--- config.mk ---
export PLATFORM = sky130hd
export DESIGN_NAME = reservation_station
export DESIGN_NICKNAME = d
export VERILOG_FILES = /design/src/rtl/reservation_station_pkg.sv /design/src/rtl/reservation_station_free_selector.sv /design/src/rtl/reservation_station.sv
export SDC_FILE = /design/constraint.sdc
export NUM_CORES = 1
export LEC_CHECK = 0
export CAP_MARGIN = 40
export CORE_ASPECT_RATIO = 1.5
export CORE_MARGIN = 2
export CORE_UTILIZATION = 29
export DETAILED_ROUTE_END_ITERATION = 6
export PLACE_DENSITY = 0.59
export RECOVER_POWER = 100
export SLEW_MARGIN = 30
export SYNTH_ARGS = -nofsm -noshare
export SYNTH_HDL_FRONTEND = slang
export SYNTH_SLANG_ARGS = --single-unit
--- constraint.sdc ---
create_clock -name clock -period 15.07 [get_ports clock]
set_input_delay 3.014 -clock clock [delete_from_list [all_inputs] [get_ports clock]]
set_output_delay 3.014 -clock clock [all_outputs]
set_load 0.03 [all_outputs]
--- src/rtl/reservation_station_pkg.sv ---
// Shared issue-queue types: physical tags, bank indices and the reservation-station entry layout.
package reservation_station_pkg;

  localparam int PHYS_TAG_W = 6;
  localparam int RS_ALU_SZ  = 8;
  localparam int RS_MULT_SZ = 4;
  localparam int RS_MEM_SZ  = 8;

  typedef logic [PHYS_TAG_W-1:0]        PHYS_TAG;
  typedef logic [$clog2(RS_ALU_SZ)-1:0] RS_IDX;

  typedef struct packed {
    logic       valid;
    logic [3:0] opcode;
    PHYS_TAG    dest_tag;
    PHYS_TAG    src1_tag;
    logic       src1_ready;
    PHYS_TAG    src2_tag;
    logic       src2_ready;
  } RS_ENTRY;

  localparam int RS_ENTRY_W = $bits(RS_ENTRY);

endpackage

--- src/rtl/reservation_station_free_selector.sv ---
// rs_free_selector: picks the first NUM_ALLOC invalid slots of the bank, lowest index first.
module rs_free_selector #(
  parameter int SZ        = 8,
  parameter int NUM_ALLOC = 2
) (
  input  logic [SZ-1:0]                   valid,
  output logic [NUM_ALLOC-1:0]            sel_valid,
  output logic [NUM_ALLOC*$clog2(SZ)-1:0] sel_idx
);
  localparam int IDX_W = $clog2(SZ);

  int w_zeros;

  always_comb begin
    sel_valid = '0;
    sel_idx   = '0;
    w_zeros   = 0;
    for (int i = 0; i < SZ; i++) begin
      if (!valid[i]) begin
        // The k-th zero seen in ascending order feeds allocation port rank k.
        for (int k = 0; k < NUM_ALLOC; k++) begin
          if (w_zeros == k) begin
            sel_valid[k]                 = 1'b1;
            sel_idx[k*IDX_W +: IDX_W]    = IDX_W'(i);
          end
        end
        w_zeros = w_zeros + 1;
      end
    end
  end

endmodule

--- src/rtl/reservation_station.sv ---
// Reservation-station bank: dispatch alloc, issue clear, CDB wakeup and mispredict flush.
// Build option RS_DISPATCH_WAKEUP_EN folds same-cycle CDB matches into newly allocated entries.
module reservation_station
  import reservation_station_pkg::*;
#(
  parameter int SZ        = RS_ALU_SZ,
  parameter int NUM_ALLOC = 2,
  parameter int NUM_CLEAR = 2,
  parameter int CDB_WIDTH = 3
) (
  input  logic                              clock,
  input  logic                              reset,
  input  logic                              mispredict,
  input  logic [NUM_ALLOC-1:0]              alloc_valid,
  input  logic [NUM_ALLOC*RS_ENTRY_W-1:0]   alloc_entries,
  input  logic [NUM_CLEAR-1:0]              clear_valid,
  input  logic [NUM_CLEAR*$clog2(SZ)-1:0]   clear_idxs,
  input  logic [CDB_WIDTH-1:0]              cdb_valid,
  input  logic [CDB_WIDTH*PHYS_TAG_W-1:0]   cdb_tags,
  output logic [SZ*RS_ENTRY_W-1:0]          entries,
  output logic [$clog2(SZ+1)-1:0]           free_slots
);
  localparam int IDX_W = $clog2(SZ);
  localparam int FS_W  = $clog2(SZ+1);

  RS_ENTRY [SZ-1:0]        r_entries;
  RS_ENTRY [SZ-1:0]        w_next;
  RS_ENTRY [NUM_ALLOC-1:0] w_alloc;
  RS_ENTRY                 w_new;
  logic [FS_W-1:0]         r_free;
  logic [FS_W-1:0]         w_free;
  logic [SZ-1:0]           w_valid;
  logic [NUM_ALLOC-1:0]    w_sel_valid;
  logic [NUM_ALLOC*IDX_W-1:0] w_sel_idx;
  int                      w_rank;
  int                      w_cnt;

  function automatic logic cdb_hit(input PHYS_TAG tag,
                                   input logic [CDB_WIDTH-1:0] vld,
                                   input logic [CDB_WIDTH*PHYS_TAG_W-1:0] tags);
    cdb_hit = 1'b0;
    for (int j = 0; j < CDB_WIDTH; j++)
      if (vld[j] && (tags[j*PHYS_TAG_W +: PHYS_TAG_W] == tag)) cdb_hit = 1'b1;
  endfunction

  assign w_alloc = alloc_entries;

  always_comb begin
    for (int i = 0; i < SZ; i++) w_valid[i] = r_entries[i].valid;
  end

  rs_free_selector #(
    .SZ        (SZ),
    .NUM_ALLOC (NUM_ALLOC)
  ) u_free_sel (
    .valid     (w_valid),
    .sel_valid (w_sel_valid),
    .sel_idx   (w_sel_idx)
  );

  // Next-state bank contents
  always_comb begin
    w_next = r_entries;
    w_new  = '0;
    w_rank = 0;
    w_cnt  = 0;

    for (int i = 0; i < SZ; i++) begin
      if (w_next[i].valid) begin
        if (cdb_hit(w_next[i].src1_tag, cdb_valid, cdb_tags)) w_next[i].src1_ready = 1'b1;
        if (cdb_hit(w_next[i].src2_tag, cdb_valid, cdb_tags)) w_next[i].src2_ready = 1'b1;
      end
    end

    for (int k = 0; k < NUM_CLEAR; k++)
      if (clear_valid[k]) w_next[clear_idxs[k*IDX_W +: IDX_W]].valid = 1'b0;

    // Selected slots were invalid this cycle, so a slot cleared now is never reused until next cycle.
    for (int p = 0; p < NUM_ALLOC; p++) begin
      if (alloc_valid[p]) begin
        for (int k = 0; k < NUM_ALLOC; k++) begin
          if ((w_rank == k) && w_sel_valid[k]) begin
            w_new       = w_alloc[p];
            w_new.valid = 1'b1;
`ifdef RS_DISPATCH_WAKEUP_EN
            w_new.src1_ready = w_new.src1_ready | cdb_hit(w_new.src1_tag, cdb_valid, cdb_tags);
            w_new.src2_ready = w_new.src2_ready | cdb_hit(w_new.src2_tag, cdb_valid, cdb_tags);
`endif
            w_next[w_sel_idx[k*IDX_W +: IDX_W]] = w_new;
          end
        end
        w_rank = w_rank + 1;
      end
    end

    if (mispredict)
      for (int i = 0; i < SZ; i++) w_next[i].valid = 1'b0;

    for (int i = 0; i < SZ; i++)
      if (w_next[i].valid) w_cnt = w_cnt + 1;
    w_free = FS_W'(SZ - w_cnt);
  end

  // Bank register stage
  always_ff @(posedge clock) begin
    if (reset) begin
      r_entries <= '0;
      r_free    <= FS_W'(SZ);
    end else begin
      r_entries <= w_next;
      r_free    <= w_free;
    end
  end

  always_ff @(posedge clock) begin
    if (!reset && !mispredict)
      assert ($countones(alloc_valid) <= int'(r_free))
        else $error("reservation_station: alloc request exceeds free slots");
  end

  assign entries    = r_entries;
  assign free_slots = r_free;

endmodule
==> impl_summary.log, run 1 <==
INFO  metric crit_path_top_delay_cell = o31ai_1
INFO  metric outcome = finished, violations left
INFO  metric initial_antenna_violation_count = 0
INFO  metric tritoncts = yes
INFO  metric ant_nets = 0
INFO  metric detailed_place_hpwl = 43600 µm
INFO  metric via_per_inst = 5.41
INFO  metric met2RoutedLength = 30200 µm
INFO  metric crit_path_max_incr_delay = 0.85 ns
INFO  metric ys_seq_area_share = 27.9%
INFO  metric mappedNetlistNets = 1825
INFO  metric powerDensity = 224 nW/µm²
INFO  metric grt_setup_unrepaired = false
INFO  metric synth_enable_flop_cells = 0
INFO  metric synthDominantCellAreaShare = 27.9%
INFO  metric min_period = 10.46 ns
INFO  metric floorplan.die.height = 279 µm
INFO  metric met1_wire_length = 24500 µm
INFO  metric post_cts_resize_count = 0
INFO  metric synthArstFlopShare = 0%
INFO  metric synth.yosys.warnings = 0
INFO  metric tritoncts_num_sinks = 204
INFO  metric worst_pin_slew = 3.54 ns
INFO  metric route.vias.total = 13931
INFO  metric critPathRequiredTime = 15.49 ns
INFO  metric crit_buf_inv = 4
INFO  metric firstDrtPassIters = 5
INFO  metric final.fill_count = 5098
INFO  metric cts-buffers-inserted = 25
INFO  metric first_global_vias = 13837
INFO  metric final_wirelength = 63000 µm
INFO  metric final_number_of_setup_violating_endpoints = 0
INFO  metric achievable-frequency = 95.6 MHz
INFO  metric clk_pin_slew_worst_paths = 0.06 ns
INFO  metric grt.total_usage = 23.2%
INFO  metric cp_max_fo = 8
INFO  metric final_weighted_congestion_in_routability_driven_placement = 0.886
INFO  metric post_synth_instance_area = 14600 µm²
INFO  metric cell_mode_on_critical_path = ha_1
INFO  metric fin_setup_tns = 0 ns
INFO  metric worst_ir_drop_vdd = 0.155 mV
INFO  metric cts-root-to-sink-buffers = 3
INFO  metric cp-end-kind = flip-flop
INFO  metric postSynthCellCount = 1717
INFO  metric initial_utilization = 29.4%
INFO  metric postSynthAreaPerCell = 8.52 µm²
INFO  metric finalHoldViolCount = 0
INFO  metric post-cts-setup-buffers = 0
INFO  metric clk_root_buffer_cell = clkbuf_16
INFO  metric critPathArrivalTime = 10.88 ns
INFO  metric wl_per_cell = 24.5 µm
INFO  metric crit_path_kind = reg -> reg
INFO  metric final_cells = 2575
INFO  metric h-tree-depth = 1
INFO  metric route.top_layer_used = met4
INFO  metric maximum_number_of_pins_on_one_net_before_global_route_repair = 65
INFO  metric synth_largest_area_cell = dfxtp_1
INFO  metric timing.final.crit_share = 69.4%
INFO  metric post_route_cells_drive_above_1_share = 6.23%
INFO  metric worst_hold_path_type = reg -> reg
INFO  metric flow.area_growth_from_synthesis = 28.6%
INFO  metric number_of_pins_exceeding_their_max_slew_limit_in_the_final_report = 284
INFO  metric dr_wl_met3 = 4190 µm
INFO  metric post_synth_num_cell_types = 87
INFO  metric std_cell_rows = 100
INFO  metric clock_skew = 0.0205 ns
INFO  metric die_x = 187 µm
INFO  metric pin_count = 288
INFO  metric cts_hold_buffers = 0
INFO  metric route.detailed.drc = 0
INFO  metric synth_ff_type = dfxtp_1
INFO  metric startpoint_type = flip-flop
INFO  metric buffer_ports.inserted = 285
INFO  metric p_leak = 7.78 nW
INFO  metric clock_latency = 0.56 ns
INFO  metric fp.dieArea = 52300 µm²
INFO  metric cpLargestDelayFamily = adder cells
INFO  metric synth_seq_cells = 204
INFO  metric dp_cell_count = 2527
INFO  metric drv.max_cap_violation_count = 7
INFO  metric grt.overflow.total = 0
INFO  metric violations = max-capacitance violations, max-slew violations
INFO  metric final_nets = 2001
INFO  metric max_slew_margin = -139%
INFO  metric synth_area_leaders = dfxtp_1 (28%), mux2i_1 (13%), xnor2_1 (9.2%), xor2_1 (9.1%), a211oi_1 (9.0%)
INFO  metric design.core.area = 49800 µm²
INFO  metric grt_first_pass_wirelength = 91800 µm
INFO  metric detailedRoute.firstIterationViolations = 938
==> layer usage <==
layer  track usage (%)  vias to the layer above
li1                  -                     6437
met1              26.5                     6700
met2              39.8                      601
met3              4.02                      193
met4              14.9                        0
met5                 0                        -
==> where the power goes <==
group / total [mW] / internal (mW) / switching [mW] / leakage [nW]
Combinational: 2.78 / 1.09 / 1.69 / 5.71
Clock: 0.623 / 0.364 / 0.259 / 0.411
Sequential: 0.813 / 0.667 / 0.146 / 1.66
Total: 4.21 / 2.12 / 2.09 / 7.78
==> logic make-up after synthesis <==
| kind of cell | Yosys count | synth area share (%) |
|---|---|---|
| AND/OR/NAND/NOR | 475 | 15.8 |
| XOR/XNOR | 315 | 19.6 |
| AO/OA/AOI/OAI | 298 | 15.2 |
| buffers and inverters | 206 | 5.99 |
| flip-flops | 204 | 27.9 |
| multiplexers | 195 | 13.4 |
| adder cells (fa/ha/maj) | 24 | 2.05 |
==> cells in the mapped netlist, drive strengths merged (2+ instances only) <==
library cell and n:
a2111oi 5, a211oi 176, a21oi 31, a221oi 2, a2bb2oi 2, a31oi 3
a32oi 3, and2 5, and3 4, and4 2, buf 58, clkbuf 122
dfxtp 204, ha 24, inv 26, mux2 2, mux2i 193, nand2 36
nand2b 8, nand3 13, nand3b 3, nand4 51, nand4b 4, nor2 251
nor2b 15, nor3 15, nor3b 2, nor4 41, nor4b 4, o211a 4
o211ai 5, o21a 3, o21ai 28, o21bai 2, o22ai 5, o311ai 2
o31ai 4, o41ai 13, or2 6, or3 8, or4 2, or4b 2
xnor2 156, xnor3 5, xor2 154
==> worst paths after layout <==
kind	to	slack, ns	cells after the start	from
max	free_slots[3]$_SDFF_PP1_	4.61	42	entries[24]$_SDFF_PP0_
min	entries[68]$_SDFF_PP0_	0.55	2	entries[68]$_SDFF_PP0_
max reg2reg	free_slots[3]$_SDFF_PP1_	4.61	42	entries[24]$_SDFF_PP0_
min reg2reg	entries[68]$_SDFF_PP0_	0.55	2	entries[68]$_SDFF_PP0_
==> metrics by stage <==
stage | worst slack [ns] | total power, mW | hold WS (ns) | area (µm²) | utilization, %
global placement | 4.70 | 3.57 | 0.539 | 17900 | 35.9
finish | 4.61 | 4.21 | 0.554 | 18800 | 37.8
global route | 3.93 | 4.50 | 0.580 | 18800 | 37.8
detailed placement | 4.94 | 3.64 | 0.539 | 18100 | 36.3
floorplan | 6.10 | 2.81 | 0.667 | 14600 | -
CTS | 4.92 | 4.28 | 0.557 | 18900 | 38.0
==> tightest hold or removal path, stage by stage, from the launching register on <==
cell and delay, ns:
dfxtp_1 0.31, mux2i_1 0.12, a211oi_1 0.08
==> registers in the layout, summed over array words and instances, names as in the netlist <==
register    flops
entries       200
free_slots      4
==> area by class of cell <==
class	count	area, µm²	share of cell area [%]
Multi-Input combinational cell	1307	9710	51.6
Sequential cell	204	4080	21.7
Timing Repair Buffer	329	3270	17.4
Tap cell	663	830	4.41
Clock buffer	35	713	3.79
Clock inverter	10	108	0.572
Inverter	26	97.6	0.519
Antenna cell	1	2.50	0.0133
==> layout by cell type (no fill, tap or decap), drive strengths merged, types with 36 or more instances in the layout <==
cell / netlist / routed
dfxtp: 204 / 204
xnor2: 156 / 156
dlygate4sd3: 0 / 204
clkbuf: 122 / 44
nor2: 251 / 251
clkdlybuf4s50: 0 / 80
xor2: 154 / 154
nand2: 36 / 36
nand4: 51 / 51
a211oi: 176 / 176
nor4: 41 / 41
mux2i: 193 / 193
Power figures use the tool's default switching activity.
==> run 2: changes to the inputs <==
--- a/config.mk
+++ b/config.mk
@@ -10,7 +10,7 @@
 export CORE_MARGIN = 2
 export CORE_UTILIZATION = 29
 export DETAILED_ROUTE_END_ITERATION = 6
-export PLACE_DENSITY = 0.59
+export PLACE_DENSITY = 0.61
 export RECOVER_POWER = 100
 export SLEW_MARGIN = 30
 export SYNTH_ARGS = -nofsm -noshare
==> constraint.sdc (replaced) <==
create_clock -name clock -period 8.4 [get_ports clock]
set_input_delay 1.68 -clock clock [delete_from_list [all_inputs] [get_ports clock]]
set_output_delay 1.68 -clock clock [all_outputs]
set_load 0.03 [all_outputs]
==> run 2 against run 1 <==
Against the previous run:
- the run still ends with max-capacitance violations, max-slew violations left
- die area stayed put
- worst hold slack improved by 0.0023 ns
- register-to-register slack got worse by 4.4 ns
- cell count increased by 2.5%
- power increased by 100%
- largest cell class unchanged
==> impl_summary.log, run 2 (synthesized netlist as in run 1, its figures left out) <==
INFO  metric flow.area_growth_from_synthesis = 34.3%
INFO  metric ant_nets = 0
INFO  metric detailedRoute.firstIterationViolations = 935
INFO  metric worst_ir_drop_vdd = 0.366 mV
INFO  metric crit_path_top_delay_cell = o32a_1
INFO  metric r2r_start = entries[49]$_SDFF_PP0_
INFO  metric initial_antenna_violation_count = 1
INFO  metric worst_hold_path_type = reg -> reg
INFO  metric design.core.area = 49800 µm²
INFO  metric tritoncts = yes
INFO  metric clk_root_buffer_cell = clkbuf_16
INFO  metric timing.final.crit_share = 97.0%
INFO  metric worst_pin_slew = 2.38 ns
INFO  metric layout.cells.most_common = nor2_1
INFO  metric detailed_place_hpwl = 43800 µm
INFO  metric fp.dieArea = 52300 µm²
INFO  metric crit_path_kind = reg -> reg
INFO  metric largest_register_ff_count = 200
INFO  metric maximum_number_of_pins_on_one_net_before_global_route_repair = 107
INFO  metric firstDrtPassIters = 5
INFO  metric initial_utilization = 29.4%
INFO  metric final_weighted_congestion_in_routability_driven_placement = 0.890
INFO  metric final_number_of_setup_violating_endpoints = 0
INFO  metric cp_max_fo = 5
INFO  metric wl_per_cell = 24.3 µm
INFO  metric grt.total_usage = 23.6%
INFO  metric most-common-layout-cells = nor2_1 (247), dlygate4sd3_1 (204), dfxtp_1 (201), mux2i_1 (193), a211oi_1 (176)
INFO  metric min_period = 8.15 ns
INFO  metric violations = max-capacitance violations, max-slew violations
INFO  metric final_wirelength = 64000 µm
INFO  metric first_global_vias = 14361
INFO  metric critPathRequiredTime = 8.82 ns
INFO  metric cp-end-kind = flip-flop
INFO  metric buffer_ports.inserted = 285
INFO  metric clock_skew = 0.0122 ns
INFO  metric max_slew_margin = -58.4%
INFO  metric critPathArrivalTime = 8.56 ns
INFO  metric min_to = entries[122]$_SDFF_PP0_
INFO  metric std_cell_rows = 100
INFO  metric seq_area = 4090 µm²
INFO  metric finalHoldViolCount = 0
INFO  metric r2r.worst_path.cells = 43
INFO  metric pin_count = 288
INFO  metric achievable-frequency = 123 MHz
INFO  metric utilization = 39.5%
INFO  metric regToRegSetupSlack = 0.25 ns
INFO  metric h-tree-depth = 1
INFO  metric crit_path_max_incr_delay = 0.43 ns
INFO  metric tritoncts_num_sinks = 204
INFO  metric route.vias.total = 14332
INFO  metric drv.max_cap_violation_count = 1
INFO  metric p_leak = 8.16 nW
INFO  metric cts_hold_buffers = 0
INFO  metric final_nets = 2067
INFO  metric floorplan.die.height = 279 µm
INFO  metric powerDensity = 438 nW/µm²
INFO  metric fin_setup_tns = 0 ns
INFO  metric hp-start = entries[122]$_SDFF_PP0_
INFO  metric number_of_pins_exceeding_their_max_slew_limit_in_the_final_report = 27
INFO  metric startpoint_type = flip-flop
INFO  metric via_per_inst = 5.43
INFO  metric final.fill_count = 4982
INFO  metric grt_first_pass_wirelength = 94200 µm
INFO  metric cell_mode_on_critical_path = ha_4
INFO  metric outcome = finished, violations left
INFO  metric rr_endpoint = free_slots[3]$_SDFF_PP1_
INFO  metric cts-buffers-inserted = 25
INFO  metric cts-root-to-sink-buffers = 3
INFO  metric finalHoldWorstSlack = 0.556 ns
INFO  metric clk_pin_slew_worst_paths = 0.06 ns
INFO  metric grt.overflow.total = 0
INFO  metric route.detailed.drc = 0
INFO  metric die_x = 187 µm
INFO  metric clock_latency = 0.54 ns
INFO  metric multiInputGateArea = 10000 µm²
INFO  metric post_route_cells_drive_above_1_share = 11.4%
INFO  metric timing.hold.worst_path_depth = 2
## run 2: cell types whose count changed in the layout (fill, tap and decap cells not counted), moves of 4 or more
cell / change
clkbuf_1: -7
buf_4: +70
o21ai_0: -4
ha_1: -9
ha_4: +8
## run 2: through the flow
stage	std cells	power (mW)	setup slack [ns]	area, µm²
2_1_floorplan	1717	5.10	0.0117	14700
3_3_place_gp	2569	6.87	-0.142	18300
3_5_place_dp	2573	7.03	-0.280	18400
4_1_cts	2624	8.43	0.0128	19400
5_1_grt	2639	9.15	-0.147	19600
6_report	2639	8.60	0.255	19600
## run 2: final cells by class
type	instances	area share [%]
diodes	1	0.0127
clock buffers	34	3.56
clock inverters	9	0.758
inverters	26	0.509
multi-input cells	1307	51.0
flip-flops and latches	204	20.8
well taps	663	4.22
repair buffers	395	19.1
## run 2: how the worst max path moves through the flow
stage,cells past startpoint,from,end
4_1_cts,42,entries[24]$_SDFF_PP0_,free_slots[3]$_SDFF_PP1_
5_1_grt,46,entries[49]$_SDFF_PP0_,free_slots[3]$_SDFF_PP1_
6_report,43,entries[49]$_SDFF_PP0_,free_slots[3]$_SDFF_PP1_
3_5_place_dp,43,entries[24]$_SDFF_PP0_,free_slots[3]$_SDFF_PP1_
3_3_place_gp,42,entries[24]$_SDFF_PP0_,free_slots[3]$_SDFF_PP1_
2_1_floorplan,44,entries[24]$_SDFF_PP0_,free_slots[3]$_SDFF_PP1_
## run 2: worst max-delay path, delay by kind of cell, from the launching register on
family                   cells  cell delay [ns]
flip-flops                   1             0.37
adder cells (fa/ha/maj)      9             2.29
AO/OA/AOI/OAI                9             1.88
AND/OR/NAND/NOR             14             1.90
multiplexers                 1             0.28
buffers and inverters        8             0.86
XOR/XNOR                     2             0.40
## run 2: report_power, final
part	total, mW	internal (mW)	switching [mW]	leakage, nW
Combinational	5.99	2.57	3.42	6.08
Clock	1.16	0.702	0.454	0.419
Sequential	1.46	1.20	0.263	1.66
## run 2: repair_timing
item / in CTS / in global routing
pin swaps: 14 / 23
endpoints found under the hold margin: 0 / 0
gates resized for setup: 13 / 27
setup buffers: 8 / 10
setup endpoints to repair: 3 / 3
## run 2: per-layer routing
layer	vias to the layer above	GRT usage (%)	share of wire [%]
li1	6558	-	-
met1	6918	27.2	38
met2	646	41.3	49
met3	210	3.63	6.4
met4	0	14.3	6.3
met5	-	0	0
